`src/rtl/sc_serializer_verify.sv`:
```
// Slow-control serializer: shifts a latched configuration word onto D_SC with ss framing and
// optionally re-shifts it while comparing the ASIC readback on Q_SC against the sent bits.
module sc_serializer_verify #(
  parameter int unsigned SC_WIDTH  = 829,
  parameter int unsigned LSB_FIRST = 1,
  parameter int unsigned IDX_W     = 10,
  parameter int unsigned ERR_W     = 10
) (
  input  logic                CK_SC,
  input  logic                rst,
  input  logic                start,
  input  logic                verify,
  input  logic [SC_WIDTH-1:0] sc_data,
  input  logic                Q_SC,
  output logic                D_SC,
  output logic                ss,
  output logic                busy,
  output logic                done,
  output logic                match,
  output logic [ERR_W-1:0]    err_cnt
);

  typedef enum logic [1:0] {StIdle, StShift, StVerify, StDone} state_e;

  localparam logic [IDX_W-1:0] IdxLast = IDX_W'(SC_WIDTH - 1);
  localparam logic [ERR_W-1:0] ErrMax  = {ERR_W{1'b1}};

  state_e              state_q, state_d;
  logic [IDX_W-1:0]    idx_q, idx_d;
  logic [SC_WIDTH-1:0] shadow_q, shadow_d;
  logic                mode_q, mode_d;
  logic                d_sc_q, d_sc_d;
  logic                ss_q, ss_d;
  logic                busy_q, busy_d;
  logic                done_q, done_d;
  logic                match_q, match_d;
  logic [ERR_W-1:0]    err_q, err_d;
  logic [ERR_W-1:0]    err_next;

  // The shadow word is rotated one step per transmitted bit, so the next bit to send is always
  // at the head; after SC_WIDTH rotations it is back in its latched order for the verify pass.
  function automatic logic head(input logic [SC_WIDTH-1:0] w);
    if (LSB_FIRST != 0) return w[0];
    else return w[SC_WIDTH-1];
  endfunction

  function automatic logic [SC_WIDTH-1:0] rot(input logic [SC_WIDTH-1:0] w);
    if (LSB_FIRST != 0) return {w[0], w[SC_WIDTH-1:1]};
    else return {w[SC_WIDTH-2:0], w[SC_WIDTH-1]};
  endfunction

  // Readback compare against the bit currently driven; counter saturates at all-ones.
  always_comb begin
    err_next = err_q;
    if ((Q_SC != d_sc_q) && (err_q != ErrMax)) err_next = err_q + ERR_W'(1);
  end

  always_comb begin
    state_d  = state_q;
    idx_d    = idx_q;
    shadow_d = shadow_q;
    mode_d   = mode_q;
    d_sc_d   = d_sc_q;
    ss_d     = ss_q;
    busy_d   = busy_q;
    done_d   = 1'b0;
    match_d  = match_q;
    err_d    = err_q;
    unique case (state_q)
      StIdle: begin
        if (start) begin
          shadow_d = rot(sc_data);
          mode_d   = verify;
          err_d    = '0;
          match_d  = 1'b0;
          idx_d    = '0;
          d_sc_d   = head(sc_data);
          ss_d     = 1'b1;
          busy_d   = 1'b1;
          state_d  = StShift;
        end
      end
      StShift: begin
        if (idx_q == IdxLast) begin
          idx_d = '0;
          if (mode_q) begin
            d_sc_d   = head(shadow_q);
            shadow_d = rot(shadow_q);
            state_d  = StVerify;
          end else begin
            d_sc_d  = 1'b0;
            ss_d    = 1'b0;
            busy_d  = 1'b0;
            done_d  = 1'b1;
            state_d = StDone;
          end
        end else begin
          idx_d    = idx_q + IDX_W'(1);
          d_sc_d   = head(shadow_q);
          shadow_d = rot(shadow_q);
        end
      end
      StVerify: begin
        err_d = err_next;
        if (idx_q == IdxLast) begin
          idx_d   = '0;
          d_sc_d  = 1'b0;
          ss_d    = 1'b0;
          busy_d  = 1'b0;
          done_d  = 1'b1;
          match_d = (err_next == '0);
          state_d = StDone;
        end else begin
          idx_d    = idx_q + IDX_W'(1);
          d_sc_d   = head(shadow_q);
          shadow_d = rot(shadow_q);
        end
      end
      StDone: state_d = StIdle;
      default: state_d = StIdle;
    endcase
  end

  always_ff @(posedge CK_SC) begin
    if (rst) begin
      state_q <= StIdle;
      idx_q   <= '0;
      mode_q  <= 1'b0;
      d_sc_q  <= 1'b0;
      ss_q    <= 1'b0;
      busy_q  <= 1'b0;
      done_q  <= 1'b0;
      match_q <= 1'b0;
      err_q   <= '0;
    end else begin
      state_q <= state_d;
      idx_q   <= idx_d;
      mode_q  <= mode_d;
      d_sc_q  <= d_sc_d;
      ss_q    <= ss_d;
      busy_q  <= busy_d;
      done_q  <= done_d;
      match_q <= match_d;
      err_q   <= err_d;
    end
  end

  // Datapath register: only meaningful after a start is accepted.
  always_ff @(posedge CK_SC) begin
    shadow_q <= shadow_d;
  end

  assign D_SC    = d_sc_q;
  assign ss      = ss_q;
  assign busy    = busy_q;
  assign done    = done_q;
  assign match   = match_q;
  assign err_cnt = err_q;

endmodule
```
`config.mk`:
```
export PLATFORM = sky130hd
export DESIGN_NAME = sc_serializer_verify
export DESIGN_NICKNAME = d
export VERILOG_FILES = /design/src/rtl/sc_serializer_verify.sv
export SDC_FILE = /design/constraint.sdc
export NUM_CORES = 2
export LEC_CHECK = 0
export CELL_PAD_IN_SITES_DETAIL_PLACEMENT = 1
export CELL_PAD_IN_SITES_GLOBAL_PLACEMENT = 1
export CORE_AREA = 2 2 332 334
export CTS_CLUSTER_SIZE = 14
export DETAILED_ROUTE_END_ITERATION = 16
export DIE_AREA = 0 0 334 336
export DONT_BUFFER_PORTS = 1
export HOLD_SLACK_MARGIN = 0.12
export PLACE_DENSITY = 0.64
export SYNTH_ARGS = -nofsm -noshare
export SYNTH_HDL_FRONTEND = slang
export SYNTH_SLANG_ARGS = --single-unit
```
`constraint.sdc`:
```
create_clock -name CK_SC -period 96.1 [get_ports CK_SC]
set_input_delay 9.61 -clock CK_SC [delete_from_list [all_inputs] [get_ports CK_SC]]
set_output_delay 9.61 -clock CK_SC [all_outputs]
set_load 0.02 [all_outputs]
```
==> metrics.txt <==
nets=2,814; clock power share=around a fifth; cell row count=121; Post-synth EDFFs=829; initial antenna violation count=86; clock sinks=856; outcome=complete, no violations; DIE AREA=112,000 um^2; Fillers=10,663; synth warn=0; Longest Clk Path Bufs=3; Vias/cell=approximately 4.9; Switching Share=27.9%; worst vdd ir=33.8 uV; Main synth FF type=edfxtp_1; max cap viols=0; Critical path buffers and inverters=5; crit-path max cell delay=940 ps; Top cell by count, worst path=buf_4; wire per inst=24.8 um; Placeable Area=108,000 um^2; CTS tree=done; post-layout util=37.6%; Post-Route WL=86,800 um; H-Tree Depth=3; post-DP HPWL=between 60,000 and 70,000 um; clock latency on the worst-skew pair=650 ps; Initial Util=33.5%; DIE HEIGHT=336 um; part of the power in combinational logic=30.7%; Worst-path clk slew=around 60 ps; mapped cell area=36,300 um^2; DR pass1 iterations=5; NetSw=442 uW; GRT Util Overall=14.7%; pwr dens=38.8 nW/um^2; Slowest cell on crit path=buf_4; Port Buffer Count=0; P_int=1.14 mW; critical path launch point type=input pin; DRC errors left=0; Setup Total Neg Slack=0 ps; actual slew at the worst max-slew pin=approximately 1100 ps; Initial DRC Count=1,268; Unique masters post-synth=61; critical path type=input pin to flop; area of the multi-input gates=10,400 um^2; Synth async-reset ratio=0%; TritonCTS Buffers=92; Avg Cell Area, Syn=approximately 18 um^2; area growth from synthesis to layout=12.2%; crit share post-route=between 10% and 20%; CP endpoint kind=flop; Final Slew Violations=0; chip width=334 um; Routed Antenna Nets=0; Rel. slew slack=27.2%; Hold Buf Count CTS=0; pin count of the biggest net entering global routing=~180; clock skew=21.9 ps; first-pass GRT wire length=123,000 um; Hold Vio Cnt, Final=0; syn_nets=2,806; worst-path maximum fanout=179; Final GP Congestion=0.816; number of global-route vias before repair=18,793; part of the power in registers=between 40% and 50%; I/O pin total=between 800 and 900; crit path DAT=15,290 ps; critical path's top delay family=buffers and inverters; RSZ-0062 raised after global routing=no; Register Area=25,400 um^2; #FFs+latches synth=856; global route overflow=0; leakage=~13 nW; minimum clock period=around 15,000 ps; dpl cell area=~38,000 um^2; total number of vias=17,255; Power, Total=around 1.6 mW; Required @ worst endpoint=just under 100,000 ps; Worst Hold Class=flop to flop; sequential share of the synthesized area=70.0%; clock root cell=clkbuf_16; critical path cell sequence=nand2b_1 > nand2b_1 > nor2_4 > buf_4 > buf_4 > buf_4 > buf_4 > buf_12; Cells after Synth=1,965; post-cts resize count=0; achievable clock frequency=approximately 67 MHz; post-CTS setup buffers=0; layout cells sized above 1=48.2%; Finish-stage setup viols=0; Finished Cell Area=40,800 um^2
[synth_stat cells, types with 5 or more instances]
library cell | n | area, um^2
inv_1 | 12 | 45.0
edfxtp_1 | 829 | 24900
ha_1 | 7 | 87.6
nand3_1 | 10 | 50.1
clkbuf_1 | 58 | 218
dfxtp_1 | 27 | 541
mux2_2 | 828 | 9320
nor2_1 | 22 | 82.6
xnor2_1 | 7 | 61.3
o21ai_0 | 8 | 40.0
a21oi_1 | 15 | 75.1
nor3_1 | 12 | 60.1
buf_2 | 39 | 195
a31oi_1 | 5 | 31.3
nand2_1 | 15 | 56.3
[power by group through the flow]
stage	sequential, mW	combinational [mW]	clock, mW
after global placement	0.757	0.466	0
after floorplan	0.910	0.406	0
after detailed placement	0.764	0.488	0
after CTS	0.761	0.491	0.350
after global routing	0.778	0.524	0.363
final	0.758	0.485	0.339
[flip-flops by register name (all words and copies together) (netlist names)]
name,cells
D_SC,1
busy,1
done,1
err_cnt,10
idx_q,10
match,1
mode_q,1
shadow_q,829
state_q,2
[placed cells by master, fill, tap and decap left out, drive strengths merged, types with 4 or more instances in the layout]
cell,Yosys,layout
xor2,4,4
mux2,828,828
nor2,23,23
ha,7,7
inv,12,19
buf,41,15
diode,0,41
nand2,15,15
and4,4,4
xnor2,7,7
edfxtp,829,829
nor3,12,12
a211oi,4,4
o21ai,8,8
dfxtp,27,27
a21oi,15,15
clkinv,0,37
clkbuf,60,115
bufinv,0,5
nand3,11,11
a21o,4,4
or3,4,4
a31oi,5,5
[kinds of logic (layout without fill, tap and decap cells)]
| kind of cell | after synthesis | after routing | synth area share (%) |
|---|---|---|---|
| XOR/XNOR | 11 | 11 | 0.286 |
| flip-flops | 856 | 856 | 70.0 |
| multiplexers | 831 | 831 | 25.7 |
| AO/OA/AOI/OAI | 56 | 56 | 1.04 |
| adder cells (fa/ha/maj) | 7 | 7 | 0.241 |
| buffers and inverters | 113 | 193 | 1.36 |
| other | 0 | 41 | 0 |
| AND/OR/NAND/NOR | 91 | 91 | 1.36 |
[worst min-delay path: stages (launching register included)]
cell,delay [ps]
dfxtp_1,340
nand2_1,60
a21oi_1,50
[per-stage QoR]
stage	std cells	hold slack, ps	setup WS, ps
floorplan	1965	464	49830
global placement	3293	481	80650
detailed placement	3293	489	80330
CTS	3459	496	81100
global route	3493	517	80500
finish	3500	495	81080
[worst paths after layout]
path / from / to / slack (ps) / cells after the start
worst max-delay path: start / shadow_q[217]$_DFFE_PP_ / 81080 / 8
worst min-delay path: mode_q$_SDFFE_PP0P_ / mode_q$_SDFFE_PP0P_ / 490 / 2
worst max register to register: state_q[0]$_SDFFE_PP0P_ / shadow_q[217]$_DFFE_PP_ / 89330 / 10
worst min register to register: mode_q$_SDFFE_PP0P_ / mode_q$_SDFFE_PP0P_ / 490 / 2
[layer usage]
metal / vias up / global-route usage, % / share of wire, %
met5: - / 0 / 0.54
met4: 70 / 5.76 / 2.4
met3: 181 / 7.02 / 9.9
met2: 642 / 26.3 / 52
met1: 8577 / 14.7 / 35
li1: 7785 / - / -
[layout make-up]
cell class                      count  area share (%)
Antenna cell                       41           0.251
Tap cell                         1414            4.34
Clock buffer                      115            5.93
Multi-Input combinational cell    996            25.6
Inverter                           12           0.110
Clock inverter                     51            1.02
Sequential cell                   856            62.3
Timing Repair Buffer               15           0.429
(Power assumes the default switching activity.)
